<file path="config.mk">
export PLATFORM = sky130hd
export DESIGN_NAME = spi_slave_port
export DESIGN_NICKNAME = d
export VERILOG_FILES = /design/src/rtl/spi_pkg.sv /design/src/rtl/spi_sync.sv /design/src/rtl/spi_slave_port.sv
export SDC_FILE = /design/constraint.sdc
export NUM_CORES = 1
export LEC_CHECK = 0
export BUFFER_PORTS_ARGS = -buffer_cell sky130_fd_sc_hd__buf_2
export CAP_MARGIN = 20
export CORE_MARGIN = 4
export CORE_UTILIZATION = 56
export CTS_BUF_LIST = sky130_fd_sc_hd__clkbuf_16
export CTS_CLUSTER_DIAMETER = 60
export CTS_CLUSTER_SIZE = 20
export DETAILED_ROUTE_END_ITERATION = 8
export PLACE_DENSITY = 0.76
export SLEW_MARGIN = 20
export SYNTH_ARGS = -nofsm -noshare
export SYNTH_HDL_FRONTEND = slang
export SYNTH_SLANG_ARGS = --single-unit
export TNS_END_PERCENT = 1
</file>
<file path="constraint.sdc">
create_clock -name pro_clk -period 1.8 [get_ports pro_clk]
set_input_delay 0 -clock pro_clk [delete_from_list [all_inputs] [get_ports pro_clk]]
set_output_delay 0 -clock pro_clk [all_outputs]
set_load 0.02 [all_outputs]
</file>
<file path="src/rtl/spi_pkg.sv">
// Shared constants and types for the SPI slave port.
package spi_pkg;

  localparam int SPI_WORD_W = 8;
  localparam int CNT_W      = $clog2(SPI_WORD_W);

  // Shifted out when a word starts with nothing loaded.
  localparam logic [SPI_WORD_W-1:0] UNDERRUN_FILL = 8'hFF;

  typedef enum logic {
    IDLE,
    ACTIVE
  } state_e;

endpackage

</file>
<file path="src/rtl/spi_sync.sv">
// Two-flop synchronizer with a configurable reset (idle) level.
module spi_sync #(
  parameter logic RST_VAL = 1'b0
) (
  input  logic clk,
  input  logic rst_n,
  input  logic d_i,
  output logic q_o
);

  logic meta_q;
  logic sync_q;

  // NOTE: non-blocking (<=) makes both flops sample pre-edge values; blocking would collapse the chain.
  always_ff @(posedge clk or negedge rst_n) begin
    if (!rst_n) begin
      meta_q <= RST_VAL;
      sync_q <= RST_VAL;
    end else begin
      meta_q <= d_i;
      sync_q <= meta_q;
    end
  end

  assign q_o = sync_q;

endmodule

</file>
<file path="src/rtl/spi_slave_port.sv">
// SPI slave, all four modes, oversampled on pro_clk; one-word tx buffer.
module spi_slave_port
  import spi_pkg::*;
#(
  parameter logic CPOL = 1'b0,
  parameter logic CPHA = 1'b0
) (
  input  logic                  pro_clk,
  input  logic                  rst_n,
  input  logic                  sclk,
  input  logic                  ss_n,
  input  logic                  mosi,
  output logic                  miso,
  output logic                  miso_oe,
  input  logic [SPI_WORD_W-1:0] tx_data,
  input  logic                  tx_load,
  output logic                  tx_ready,
  output logic [SPI_WORD_W-1:0] rx_data,
  output logic                  rx_valid,
  output logic                  underrun,
  output logic                  busy
);

  logic sclk_s, ss_n_s, mosi_s;

  spi_sync #(.RST_VAL(CPOL)) u_sync_sclk (.clk(pro_clk), .rst_n(rst_n), .d_i(sclk), .q_o(sclk_s));
  spi_sync #(.RST_VAL(1'b1)) u_sync_ss   (.clk(pro_clk), .rst_n(rst_n), .d_i(ss_n), .q_o(ss_n_s));
  spi_sync #(.RST_VAL(1'b0)) u_sync_mosi (.clk(pro_clk), .rst_n(rst_n), .d_i(mosi), .q_o(mosi_s));

  state_e                  state_q, state_d;
  logic                    sclk_prev_q, ss_prev_q;
  logic [CNT_W-1:0]        cnt_q, cnt_d;
  logic [SPI_WORD_W-1:0]   tx_shift_q, tx_shift_d;
  logic [SPI_WORD_W-1:0]   tx_buf_q, tx_buf_d;
  logic                    tx_full_q, tx_full_d;
  logic [SPI_WORD_W-2:0]   rx_shift_q, rx_shift_d;  // the 8th bit comes straight from mosi_s
  logic [SPI_WORD_W-1:0]   rx_data_q, rx_data_d;
  logic                    rx_valid_q, rx_valid_d;
  logic                    underrun_q, underrun_d;
  logic                    pend_q, pend_d;          // word wrapped; reload on the next shift edge
  logic                    skip_q, skip_d;          // CPHA=1: first leading edge keeps the MSB
  logic                    fill_q, fill_d;          // current word is filler; flag once clocked
  logic                    load_word;

  logic sclk_rise, sclk_fall, lead_edge, trail_edge, sample_edge, shift_edge;
  logic ss_fall, ss_rise, tx_accept;

  assign sclk_rise   = sclk_s & ~sclk_prev_q;
  assign sclk_fall   = ~sclk_s & sclk_prev_q;
  assign lead_edge   = CPOL ? sclk_fall : sclk_rise;
  assign trail_edge  = CPOL ? sclk_rise : sclk_fall;
  assign sample_edge = CPHA ? trail_edge : lead_edge;
  assign shift_edge  = CPHA ? lead_edge : trail_edge;
  assign ss_fall     = ss_prev_q & ~ss_n_s;
  assign ss_rise     = ~ss_prev_q & ss_n_s;
  assign tx_accept   = tx_load & ~tx_full_q;

  // NOTE: every _d gets its hold value first, so no branch can leave a latch behind.
  always_comb begin
    state_d    = state_q;
    cnt_d      = cnt_q;
    tx_shift_d = tx_shift_q;
    tx_buf_d   = tx_buf_q;
    tx_full_d  = tx_full_q;
    rx_shift_d = rx_shift_q;
    rx_data_d  = rx_data_q;
    rx_valid_d = 1'b0;
    underrun_d = underrun_q;
    pend_d     = pend_q;
    skip_d     = skip_q;
    fill_d     = fill_q;
    load_word  = 1'b0;

    case (state_q)
      IDLE: begin
        if (ss_fall) begin
          state_d   = ACTIVE;
          load_word = 1'b1;
          cnt_d     = '0;
          pend_d    = 1'b0;
          skip_d    = CPHA;
        end
      end
      ACTIVE: begin
        if (ss_rise) begin
          state_d = IDLE;
          cnt_d   = '0;
          pend_d  = 1'b0;
          skip_d  = 1'b0;
          fill_d  = 1'b0;
        end else begin
          if (sample_edge) begin
            rx_shift_d = {rx_shift_q[SPI_WORD_W-3:0], mosi_s};
            cnt_d      = cnt_q + 1'b1;
            if (fill_q) begin
              underrun_d = 1'b1;
              fill_d     = 1'b0;
            end
            if (cnt_q == CNT_W'(SPI_WORD_W - 1)) begin
              rx_data_d  = {rx_shift_q, mosi_s};
              rx_valid_d = 1'b1;
              pend_d     = 1'b1;
            end
          end
          if (shift_edge) begin
            if (pend_q) begin
              load_word = 1'b1;
              pend_d    = 1'b0;
            end else if (skip_q) begin
              skip_d = 1'b0;
            end else begin
              tx_shift_d = {tx_shift_q[SPI_WORD_W-2:0], 1'b0};
            end
          end
        end
      end
      default: state_d = IDLE;
    endcase

    if (load_word) begin
      if (tx_full_q) begin
        tx_shift_d = tx_buf_q;
        tx_full_d  = 1'b0;
      end else begin
        tx_shift_d = UNDERRUN_FILL;
        fill_d     = 1'b1;
      end
    end

    // Requires an empty buffer, so it can never collide with the consume above.
    if (tx_accept) begin
      tx_buf_d   = tx_data;
      tx_full_d  = 1'b1;
      underrun_d = 1'b0;
    end
  end

  always_ff @(posedge pro_clk or negedge rst_n) begin
    if (!rst_n) begin
      state_q     <= IDLE;
      sclk_prev_q <= CPOL;
      ss_prev_q   <= 1'b1;
      cnt_q       <= '0;
      tx_shift_q  <= '0;
      tx_buf_q    <= '0;
      tx_full_q   <= 1'b0;
      rx_shift_q  <= '0;
      rx_data_q   <= '0;
      rx_valid_q  <= 1'b0;
      underrun_q  <= 1'b0;
      pend_q      <= 1'b0;
      skip_q      <= 1'b0;
      fill_q      <= 1'b0;
    end else begin
      state_q     <= state_d;
      sclk_prev_q <= sclk_s;
      ss_prev_q   <= ss_n_s;
      cnt_q       <= cnt_d;
      tx_shift_q  <= tx_shift_d;
      tx_buf_q    <= tx_buf_d;
      tx_full_q   <= tx_full_d;
      rx_shift_q  <= rx_shift_d;
      rx_data_q   <= rx_data_d;
      rx_valid_q  <= rx_valid_d;
      underrun_q  <= underrun_d;
      pend_q      <= pend_d;
      skip_q      <= skip_d;
      fill_q      <= fill_d;
    end
  end

  assign miso_oe  = ~ss_n_s;
  assign miso     = miso_oe & tx_shift_q[SPI_WORD_W-1];
  assign tx_ready = ~tx_full_q;
  assign rx_data  = rx_data_q;
  assign rx_valid = rx_valid_q;
  assign underrun = underrun_q;
  assign busy     = (state_q == ACTIVE);

endmodule

</file>
==> flow_summary.toml <==
[global_routing]
gr-total-overflow = 0
track_usage_pct = 18.9
antenna_found_initial = 0
grt_pass1_vias = 1535
grt_pass1_wl_mm = 7.35
grt_max_degree = 40

[logic_synthesis]
synth_top_family_by_area = "simple AND/OR/NAND/NOR gates"
synth_edf_count = 0
yosysSeqAreaShare_pct = 56.2
synth_area_um2 = 2140
yosysUniqueCellTypes = 39
ys.flop_type = "dfrtp_1"
synth-simple-area-share_pct = 14.2
synth_mux_area_share_pct = 12.1
synth-compound-area-share_pct = 12.1
synth_fa_ha_area_share_pct = 1.63
async_flop_share_pct = 100
synth_xor_area_share_pct = 0
yosysWarnings = 0
netlist_instances = 178
syn_area_per_cell_um2 = 12.0
synth_fp_nets = 194
ys_ff_latch = 48

[clock_tree]
cts_tree = "built"
clock_latency_ps = 290
cts_resized = 0
clockBufferDepth = 2
h-tree-depth = 2
cts_hold_buf = 12
cts_buffers = 5
cts_setup_buffers = 0
clock-sinks = 48
cts_root_buffer = "clkbuf_16"
clkTransAtPathRegs_ps = 60

[setup_path]
end_kind = "flop"
critPathKind = "flop to flop"
critPathTopFamily = "simple AND/OR/NAND/NOR gates"
r2r-start = "ss_prev_q"
r2r-end = "rx_data[7]"
rrSetupSlack_ps = 60
crit_cells = 3
crit_buf_inv = 0
critPathCapture = "rx_data[7]"
slowest_delay_ps = 520
cp_max_fo = 9
crit_arrival_ps = 1910
crit_start = "ss_prev_q"
cp-start-kind = "flop"
crit_chain = "nand2b_1 > and4_1 > mux2_2"
cp.required_ps = 1970
slowest_stage = "dfstp_2"
rr_worst_depth = 3

[placement]
hpwl_mm = 2.90
port_buffers = 27
placed_cell_area_um2 = 2340
gp_congestion = 0.797
place_ws_ps = 103

[power_and_ir_drop]
p_leak_uw = 0.00127
ir_drop_mv = 0.739
power_density_nw_per_um2 = 1250

[floorplan]
chipWidth_um = 69.9
die_area_um2 = 4880
core_um2 = 3690
fp.dieH_um = 69.9
row_count = 22
io_pins = 28
initial_utilization_pct = 58.1

[route]
wl_met1_mm = 1.71
ant_nets = 0
viasPerCell = 5.61
wl_mm = 4.12
post_drt_wl_per_cell_um = 15.2
top_layer_used = "met4"
wl_met2_mm = 2.11
drc = 0
vias = 1520
drtIter0Drc = 51
dr.pass1.iters = 5
route.met3.wl_um = 215

[layout]
antenna_cells = 0
final_area_um2 = 2640
num-fill-cells = 267
nets = 238
layout_common_cells = "dfrtp_1 (45), buf_2 (27), mux2_2 (21)"
syn_to_final_growth_pct = 22.9
layout-drive-gt1-share_pct = 35.9
post-route-util_pct = 71.4
final_common_cell = "dfrtp_1"

[timing]
hold_viol_final = 0
min_period_over_period_pct = 96.4
drv_slew = 0
fin_ws_ps = 64.4
max_clock_freq_ghz = 0.576
grt_setup_unrepaired = "no"
tightest_slew_ps = 851
final.setup_skew_ps = 5.39
finalSetupViolCount = 0
slew_headroom_pct = 43.3
setup_tns_ps = 0
finalWorstPathRequiredPeriod_ps = 1740

[worst_hold_path]
hold_path.class = "input port to flop"

[run]
drv_cap = 0

[status]
status = "finished, final reports clean"
[area by class of cell]
type / count / area (µm²) / share of cell area, %
clock buffers: 5 / 125 / 4.75
clock inverters: 3 / 47.5 / 1.80
inverters: 4 / 15.0 / 0.570
multi-input cells: 115 / 860 / 32.6
flip-flops and latches: 48 / 1200 / 45.7
well taps: 48 / 60.1 / 2.28
repair buffers: 48 / 323 / 12.3
[where the power goes]
part / total, µW / internal, µW / switching, µW
Combinational: 699 / 366 / 333
Sequential: 1550 / 1350 / 195
Clock: 1050 / 659 / 392
[registers in the layout, indices dropped and copies added (netlist names), 3 cells and up]
name / cells
cnt_q: 3
rx_data: 8
rx_shift_q: 7
tx_buf_q: 8
tx_shift_q: 8
[per-stage QoR]
stage / power (µW) / hold slack (ps) / std cells
floorplan: 2030 / -296 / 178
global placement: 2170 / 107 / 251
detailed placement: 2250 / 110 / 251
CTS: 3330 / 177 / 271
global route: 3490 / 210 / 271
finish: 3300 / 192 / 271
[kinds of logic after synthesis]
kind of cell | Yosys count
muxes | 23
AOI/OAI and AO/OA | 32
buffers and inverters | 15
adders and majority gates | 3
and+or+nand+nor | 57
DFF | 48
[how the worst min path moves through the flow]
stage	to	start	cells after the start
6_report	tx_buf_q[0]	tx_load	3
2_1_floorplan	busy	rst_n	0
4_1_cts	tx_buf_q[0]	tx_load	3
5_1_grt	tx_buf_q[0]	tx_load	3
3_5_place_dp	u_sync_sclk.meta_q	sclk	1
3_3_place_gp	u_sync_ss.meta_q	ss_n	1
[cells in the mapped netlist (all sizes together), types with 2 or more instances]
| cell | instances | area (µm²) |
|---|---|---|
| a211oi | 3 | 22.5 |
| a21oi | 4 | 20.0 |
| and2 | 2 | 15.0 |
| buf | 6 | 45.0 |
| clkbuf | 5 | 18.8 |
| dfrtp | 45 | 1130 |
| dfstp | 3 | 78.8 |
| ha | 2 | 25.0 |
| inv | 4 | 15.0 |
| mux2 | 23 | 259 |
| nand2 | 12 | 47.6 |
| nand3 | 14 | 70.1 |
| nor2 | 7 | 33.8 |
| nor2b | 9 | 56.3 |
| nor3 | 7 | 35.0 |
| o211ai | 7 | 52.6 |
| o21ai | 4 | 23.8 |
| o31ai | 7 | 87.6 |
[tightest hold or removal path: stages]
cell and delay, ps:
buf_2 70, nor2b_1 190, mux2_2 180
[metal layers]
layer  GRT usage [%]  vias to the layer above
li1                -                      721
met1            23.0                      745
met2            31.6                       45
met3            5.61                        9
met4            7.66                        0
met5               0                        -
Note: power is estimated with default switching activity, not from simulation.
